**config.mk**
```make
export PLATFORM = sky130hd
export DESIGN_NAME = led_level_meter
export DESIGN_NICKNAME = d
export VERILOG_FILES = /design/src/rtl/eq_pkg.sv /design/src/rtl/therm_enc.sv /design/src/rtl/led_level_meter.sv
export SDC_FILE = /design/constraint.sdc
export NUM_CORES = 1
export LEC_CHECK = 0
export CORE_UTILIZATION = 30
export CTS_CLUSTER_SIZE = 24
export DETAILED_ROUTE_END_ITERATION = 12
export HOLD_SLACK_MARGIN = 0.05
export SLEW_MARGIN = 30
export SYNTH_ARGS = -nofsm -noshare
export SYNTH_HDL_FRONTEND = slang
export SYNTH_HIERARCHICAL = 1
export SYNTH_SLANG_ARGS = --single-unit
```
**constraint.sdc**
```tcl
create_clock -name clk -period 4.7 [get_ports clk]
set_input_delay 1.41 -clock clk [delete_from_list [all_inputs] [get_ports clk]]
set_output_delay 1.41 -clock clk [all_outputs]
set_load 0.005 [all_outputs]
```
**src/rtl/eq_pkg.sv**
```systemverilog
// Shared types and default constants for the LED level meter.
package eq_pkg;

   typedef enum logic {
      MODE_AUDIO = 1'b0,
      MODE_VOL   = 1'b1
   } mode_e;

   localparam int unsigned DEF_NUM_LEDS    = 8;
   localparam int unsigned DEF_HOLD_SMPLS  = 4800;
   localparam int unsigned DEF_DECAY_SMPLS = 480;
   localparam int unsigned DEF_DECAY_SHFT  = 3;

endpackage

```
**src/rtl/therm_enc.sv**
```systemverilog
// Level-to-thermometer encoder: segment k lit when level > k*step; also returns the lit count.
module therm_enc
   import eq_pkg::*;
#(
   parameter int unsigned NUM_LEDS = DEF_NUM_LEDS,
   parameter int unsigned LVL_W    = 15
) (
   input  logic [LVL_W-1:0]               level,
   input  logic [LVL_W-1:0]               step,
   output logic [NUM_LEDS-1:0]            therm_c,
   output logic [$clog2(NUM_LEDS+1)-1:0]  count_c
);

   localparam int unsigned CNT_W = $clog2(NUM_LEDS+1);

   always_comb begin
      therm_c = '0;
      count_c = '0;
      for (int k = 0; k < NUM_LEDS; k++) begin
         if (level > LVL_W'(k) * step) begin
            therm_c[k] = 1'b1;
            count_c    = count_c + CNT_W'(1);
         end
      end
   end

endmodule

```
**src/rtl/led_level_meter.sv**
```systemverilog
// Stereo audio level meter / volume bar driving a NUM_LEDS segment display.
// Define PEAK_HOLD_EN to add the held peak dot on top of the audio bar.
module led_level_meter
   import eq_pkg::*;
#(
   parameter int unsigned NUM_LEDS    = DEF_NUM_LEDS,
   parameter int unsigned SMPL_W      = 16,
   parameter int unsigned VOL_W       = 12,
   parameter int unsigned HOLD_SMPLS  = DEF_HOLD_SMPLS,
   parameter int unsigned DECAY_SMPLS = DEF_DECAY_SMPLS,
   parameter int unsigned DECAY_SHFT  = DEF_DECAY_SHFT
) (
   input  logic                     clk,
   input  logic                     rst_n,
   input  logic                     valid,
   input  logic signed [SMPL_W-1:0] lft_in,
   input  logic signed [SMPL_W-1:0] rht_in,
   input  logic [VOL_W-1:0]         vol,
   input  logic                     mode,
   output logic [NUM_LEDS-1:0]      LED
);

   localparam int unsigned AUD_W = SMPL_W - 1;
   localparam int unsigned CW    = $clog2(NUM_LEDS + 1);
   localparam int unsigned DW    = $clog2(DECAY_SMPLS + 1);
   localparam logic [AUD_W-1:0] AUD_STEP = AUD_W'((2 ** AUD_W) / NUM_LEDS);
   localparam logic [VOL_W-1:0] VOL_STEP = VOL_W'((2 ** VOL_W) / NUM_LEDS);

   mode_e              mode_q;
   logic               mode_chg_c;
   logic               aud_run_c;
   logic [AUD_W-1:0]   mag;
   logic [AUD_W-1:0]   mag_c;
   logic               vld1;
   logic               vld2;
   logic [AUD_W-1:0]   env;
   logic [AUD_W-1:0]   env_nxt_c;
   logic [AUD_W-1:0]   dec_c;
   logic [DW-1:0]      dcnt;
   logic [DW-1:0]      dcnt_nxt_c;
   logic [NUM_LEDS-1:0] aud_therm_c;
   logic [NUM_LEDS-1:0] vol_therm_c;
   logic [NUM_LEDS-1:0] dot_c;
   logic [CW-1:0]      aud_n_c;
   logic [CW-1:0]      vol_n_unused;

   // Absolute value; the most-negative code has no positive twin and saturates.
   function automatic logic [AUD_W-1:0] mag_of(input logic signed [SMPL_W-1:0] s);
      logic [SMPL_W-1:0] a;
      a = s[SMPL_W-1] ? SMPL_W'(-s) : SMPL_W'(s);
      return a[SMPL_W-1] ? {AUD_W{1'b1}} : a[AUD_W-1:0];
   endfunction

   always_comb begin
      mag_c      = (mag_of(lft_in) > mag_of(rht_in)) ? mag_of(lft_in) : mag_of(rht_in);
      mode_chg_c = (mode_e'(mode) != mode_q);
      aud_run_c  = (mode_e'(mode) == MODE_AUDIO) && !mode_chg_c;
   end

   // Envelope: instant attack, periodic proportional decay with a minimum step of 1.
   always_comb begin
      env_nxt_c  = env;
      dcnt_nxt_c = dcnt + DW'(1);
      dec_c      = env >> DECAY_SHFT;
      if (dec_c == '0) begin
         dec_c = AUD_W'(1);
      end
      if (mag > env) begin
         env_nxt_c  = mag;
         dcnt_nxt_c = '0;
      end else if (dcnt + DW'(1) == DW'(DECAY_SMPLS)) begin
         dcnt_nxt_c = '0;
         env_nxt_c  = (env > dec_c) ? env - dec_c : '0;
      end
   end

   therm_enc #(.NUM_LEDS(NUM_LEDS), .LVL_W(AUD_W)) u_aud_enc (
      .level   (env),
      .step    (AUD_STEP),
      .therm_c (aud_therm_c),
      .count_c (aud_n_c)
   );

   therm_enc #(.NUM_LEDS(NUM_LEDS), .LVL_W(VOL_W)) u_vol_enc (
      .level   (vol),
      .step    (VOL_STEP),
      .therm_c (vol_therm_c),
      .count_c (vol_n_unused)
   );

`ifdef PEAK_HOLD_EN
   localparam int unsigned HW = $clog2(HOLD_SMPLS + 1);

   logic [CW-1:0] p;
   logic [CW-1:0] p_nxt_c;
   logic [HW-1:0] hold;
   logic [HW-1:0] hold_nxt_c;

   // Peak follows the bar upward, then steps down one segment per expired hold period.
   always_comb begin
      p_nxt_c    = p;
      hold_nxt_c = hold;
      dot_c      = '0;
      if (aud_n_c >= p) begin
         p_nxt_c    = aud_n_c;
         hold_nxt_c = HW'(HOLD_SMPLS);
      end else if (hold == '0) begin
         p_nxt_c    = p - CW'(1);
         hold_nxt_c = HW'(HOLD_SMPLS);
      end else begin
         hold_nxt_c = hold - HW'(1);
      end
      for (int k = 0; k < NUM_LEDS; k++) begin
         dot_c[k] = (p_nxt_c == CW'(k + 1));
      end
   end

   always_ff @(posedge clk or negedge rst_n) begin
      if (!rst_n) begin
         p    <= '0;
         hold <= '0;
      end else if (!aud_run_c) begin
         p    <= '0;
         hold <= '0;
      end else if (vld2) begin
         p    <= p_nxt_c;
         hold <= hold_nxt_c;
      end
   end
`else
   logic [CW-1:0] aud_n_unused;

   assign aud_n_unused = aud_n_c;
   assign dot_c        = '0;
`endif

   // Audio pipeline: magnitude, envelope, LED; mode flips and volume mode hold it cleared.
   always_ff @(posedge clk or negedge rst_n) begin
      if (!rst_n) begin
         mode_q <= MODE_AUDIO;
         mag    <= '0;
         vld1   <= 1'b0;
         vld2   <= 1'b0;
         env    <= '0;
         dcnt   <= '0;
         LED    <= '0;
      end else begin
         mode_q <= mode_e'(mode);
         if (!aud_run_c) begin
            mag  <= '0;
            vld1 <= 1'b0;
            vld2 <= 1'b0;
            env  <= '0;
            dcnt <= '0;
         end else begin
            vld1 <= valid;
            vld2 <= vld1;
            if (valid) begin
               mag <= mag_c;
            end
            if (vld1) begin
               env  <= env_nxt_c;
               dcnt <= dcnt_nxt_c;
            end
         end
         if (mode_e'(mode) == MODE_VOL) begin
            LED <= vol_therm_c;
         end else if (mode_chg_c) begin
            LED <= '0;
         end else if (vld2) begin
            LED <= aud_therm_c | dot_c;
         end
      end
   end

endmodule

```
## Yosys cells after proc, flatten, opt, wreduce, memory -nomap -nowiden

Index checks and enable logic that the tools add are counted.

| cells by class | value |
|---|---|
| eq/ne operators | 5 |
| add/sub/neg operators | 4 |
| reduce and logical (&&, ||, !) cells | 5 |
| muxes and demuxes | 38 |
| bitwise logic cells | 1 |
| order comparisons | 19 |

Operator list:

| operator | count |
|---|---|
| $mux 15 | 10 |
| $gt 15x15->1 const B | 4 |
| $gt 12x12->1 const B | 4 |
| $gt 15x15->1 | 3 |
| $mux 9 | 4 |
| $mux 16 | 2 |
| $neg 16->16 | 2 |
| $gt 15x14->1 const B | 2 |
| $gt 12x11->1 const B | 2 |
| $mux 8 | 3 |
| $mux 1 | 18 |
| $gt 15x1->1 const B | 1 |
| $gt 15x13->1 const B | 1 |
| $logic_not 15->1 | 1 |
| $sub 15x15->15 | 1 |
| $gt 12x1->1 const B | 1 |
| $gt 12x10->1 const B | 1 |
| $mux 12 | 1 |
| $add 9x1->9 const B | 1 |
| $eq 9x9->1 const B | 1 |
| $ne 3x1->1 const B | 1 |
| $reduce_bool 3->1 | 1 |
| $ne 2x1->1 const B | 1 |
| $ne 2x2->1 const B | 1 |
| other kinds (5) | 5 |

| word-level totals | value |
|---|---|
| bits in registers | 50 |
| output and inout bits | 8 |
| input bits | 48 |
| word-level logic and storage cells | 79 |

## Longest topological paths before layout

| logic depth | value |
|---|---|
| word-level depth | 8 |
| depth in mapped cells | 22 |
| gate-level depth less buffers | 22 |

## Hierarchy

The synthesis kept the hierarchy.

By module, submodules not included:

| module | instances | sequential area each (um2) | cells each | area an instance (um2) |
|---|---|---|---|---|
| led_level_meter | 1 | 1251.2 | 572 | 4548.1 |
| therm_enc at u_aud_enc | 1 | 0.0 | 542 | 4511.8 |
| therm_enc at u_vol_enc | 1 | 0.0 | 464 | 3782.4 |

## Least setup slack after synthesis

Ideal clock, no wire load.

| path | value |
|---|---|
| kind | in2reg |
| from | input port rht_in[1] |
| to | register mag[10] |
| data required time | 4.558 ns |
| setup time | 0.142 ns |
| buffers on the path | 3 |
| setup slack | -0.003 ns |
| data arrival time | 4.560 ns |
| stages | 15 |
| cells stage by stage | or3_1 > or4_1 > nor3_2 > nand3_1 > clkbuf_1 > and2_1 > ha_1 > a21o_1 > a21o_1 > a21oi_1 > o21ai_0 > o21ai_0 > buf_6 > clkbuf_1 > o221ai_1 |

| on the way | value |
|---|---|
| cells in the longest elaborated chain, start to end | 7 |

Ends and longest elaborated chain:

| what | RTL line | RTL |
|---|---|---|
| from (decl) | led_level_meter.sv:17 | `input logic signed [SMPL_W-1:0] rht_in,` |
| $neg 16->16 | led_level_meter.sv:50 | `a = s[SMPL_W-1] ? SMPL_W'(-s) : SMPL_W'(s);` |
| $mux 16 (*) | led_level_meter.sv:50 |  |
| $mux 15 (*) | led_level_meter.sv:51 | `return a[SMPL_W-1] ? {AUD_W{1'b1}} : a[AUD_W-1:0];` |
| $gt 15x15->1 | led_level_meter.sv:55 | `mag_c = (mag_of(lft_in) > mag_of(rht_in)) ? mag_of(lft_in) : mag_of(rht_in);` |
| $mux 15 (*) | led_level_meter.sv:55 |  |
| $mux 15 (*) | led_level_meter.sv:158 | `if (valid) begin` |
| $mux 15 (*) | led_level_meter.sv:149 | `if (!aud_run_c) begin` |
| to (signal assigned) | led_level_meter.sv:159 | `mag <= mag_c;` |
| to (decl) | led_level_meter.sv:32 | `logic [AUD_W-1:0] mag;` |

Every way passes the cells marked *; elsewhere a longest branch is shown, timed or not. The select of a mux whose other input is x is not followed.
A chain may end at the register's enable or synchronous reset.

## Worst setup path in the final report

| path | value |
|---|---|
| from | input port lft_in[9] |
| to | register mag[0] |

| on the way | value |
|---|---|
| cells in the longest elaborated chain, start to end | 7 |

Ends and longest elaborated chain:

| what | RTL line | RTL |
|---|---|---|
| from (decl) | led_level_meter.sv:16 | `input logic signed [SMPL_W-1:0] lft_in,` |
| $neg 16->16 | led_level_meter.sv:50 |  |
| $mux 16 (*) | led_level_meter.sv:50 |  |
| $mux 15 (*) | led_level_meter.sv:51 |  |
| $gt 15x15->1 | led_level_meter.sv:55 |  |
| $mux 15 (*) | led_level_meter.sv:55 |  |
| $mux 15 (*) | led_level_meter.sv:158 |  |
| $mux 15 (*) | led_level_meter.sv:149 |  |

Marked as above.

==> results.json <==
{
  "antenna_left": 0,
  "r2r_cells": 13,
  "clk_latency_ps": 310,
  "cp.required_ps": 4900,
  "nets": 2130,
  "finalMaxSlewViolations": 0,
  "crit_type": "input port to flip-flop",
  "syn_to_final_growth_pct": 24.7,
  "syn_area_mm2": 0.0118,
  "antenna_found_initial": 0,
  "crit_buf_inv": 3,
  "grt_pass1_wl_mm": 51.8,
  "antennaDiodeCount": 0,
  "cts_tree": "done",
  "crit_path_end_kind": "flip-flop",
  "coreArea_mm2": 0.0387,
  "grt_util_all_layers_pct": 15.1,
  "synthesis.instances": 1449,
  "multiInputGateArea_mm2": 0.0109,
  "power_mw": 2.43,
  "cp_max_fo": 8,
  "io_pins": 56,
  "worstPathArrival_ps": 4760,
  "gp_congestion": 0.886,
  "die_h_um": 201,
  "initial_core_util_pct": 30.5,
  "r2r_start": "env[4]",
  "max_slew.worst_pin.slew_ps": 860,
  "finalSetupViolCount": 0,
  "hold_class": "flip-flop to flip-flop",
  "clock-skew-final_ps": 8.98,
  "r2r_end": "LED[6]",
  "peakVddDrop_mv": 0.160,
  "hold_end": "LED[1]",
  "die_x_um": 201,
  "critPathLaunchType": "input port",
  "drc": 0,
  "fillers": 4017,
  "htreeDepth": 2,
  "max_stage_delay_ps": 550,
  "cp_cell_sequence": "clkdlybuf4s50_1 -> or4_4 -> or4b_4 -> buf_4 -> a31oi_2 -> ha_4 -> nand4_1 -> nor2_2 -> o21a_1 -> o21ai_4 -> buf_6 -> or3b_4 -> o311ai_4",
  "grt_pass1_vias": 11200,
  "cp_top_family": "simple AND/OR/NAND/NOR gates",
  "hold_viol_final": 0,
  "cts_root_buffer": "clkbuf_16",
  "outcome": "complete, no violations",
  "fp.dieArea_mm2": 0.0402,
  "fin_crit_sh_pct": 97.2,
  "maxCapViolations": 0,
  "cp.depth": 13,
  "mostFrequentLayoutCells": "ha_1 (277), conb_1 (192), inv_1 (122)",
  "grt_max_degree": 32,
  "finalCriticalPeriod_ps": 4570,
  "regArea_mm2": 0.00125,
  "clockBufferDepth": 2,
  "fp-row-count": 72,
  "post-dp-hpwl_mm": 24.9,
  "routed_wl_mm": 30.6,
  "avgViaCountPerCell": 4.93,
  "drive_gt1_share_pct": 10.1,
  "wire_per_inst_um": 13.3,
  "max_clock_freq_ghz": 0.219,
  "cts_made_buffers": 5,
  "leakage_nw": 7.34,
  "clock-sinks": 50,
  "drt_iter0_markers": 524,
  "firstDrtPassIters": 5,
  "min_path_cells": 2,
  "vias": 11300,
  "ctsHoldBuffers": 0,
  "syn_avg_cell_area_um2": 8.16,
  "p_per_area_mw_per_mm2": 165,
  "overflow": 0,
  "clk_pin_slew_worst_paths_ps": 70,
  "min_from": "LED[1]",
  "port_buffers": 55,
  "rrSetupSlack_ps": 1170,
  "cpMaxStageDelayCell": "or4b_4",
  "setup_tns_ps": 0,
  "max-slew-margin-rel_pct": 42.7,
  "ys_warn_count": 6,
  "final_common_cell": "ha_1"
}
==> worst max path at each step <==
stage	startpoint	slack [ps]	to
final	lft_in[9]	130	mag[0]
after global routing	lft_in[4]	-20	mag[0]
after CTS	rht_in[1]	20	mag[0]
after detailed placement	rht_in[9]	-530	mag[0]
after global placement	rht_in[9]	-370	mag[0]
after floorplan	rht_in[1]	30	mag[12]
==> worst reg2reg max path, stage by stage, from the launching register on <==
cell	delay, ps
dfrtp_1	350
ha_1	250
a21oi_1	150
o21ai_0	110
o311ai_1	270
a21boi_0	130
o32a_1	200
maj3_1	360
maj3_1	340
maj3_2	320
maj3_2	310
maj3_1	380
a22oi_1	150
o21ai_0	90
==> state kept, by name, summed over array words and instances, names as in the netlist <==
name and flops:
dcnt 9, mode_q 1, env 15, vld2 1
mag 15, vld1 1, LED 8
==> through the flow <==
stage	util (%)	setup WS, ps	hold slack [ps]	cell area (um2)	std cells
finish	38.1	134	497	14800	2290
CTS	37.5	15.1	503	14500	2286
detailed placement	36.7	-533	486	14200	2266
global placement	36.7	-373	470	14200	2266
global route	38.1	-17.0	531	14800	2290
floorplan	-	28.6	468	12500	1639
==> layer usage <==
metal	wire length, um	up-vias	track usage [%]
met4	429	0	2.97
li1	-	5807	-
met3	923	36	1.23
met2	14900	193	27.4
met5	0	-	0
met1	14300	5261	19.5
==> cell type report <==
class                           instances  area share [%]
Clock buffer                            5           0.848
Clock inverter                          3           0.161
Inverter                              127            3.27
Multi-Input combinational cell       1436            74.0
Sequential cell                        50            8.48
Tap cell                              518            4.39
Timing Repair Buffer                  151            8.81
==> what timing repair did <==
| action | CTS | global route |
|---|---|---|
| gates cloned | 1 | 0 |
| setup buffers | 11 | 4 |
| gates resized for setup | 32 | 38 |
| pin swaps | 15 | 24 |
| endpoints found under the setup margin | 15 | 15 |
==> power by group <==
part / internal (mW) / total, mW / switching, mW / leakage (nW)
sequential: 0.452 / 0.473 / 0.0214 / 0.683
clock: 0.200 / 0.386 / 0.186 / 0.0664
combinational: 0.731 / 1.57 / 0.844 / 6.59
Note: power is estimated with default switching activity, not from simulation.
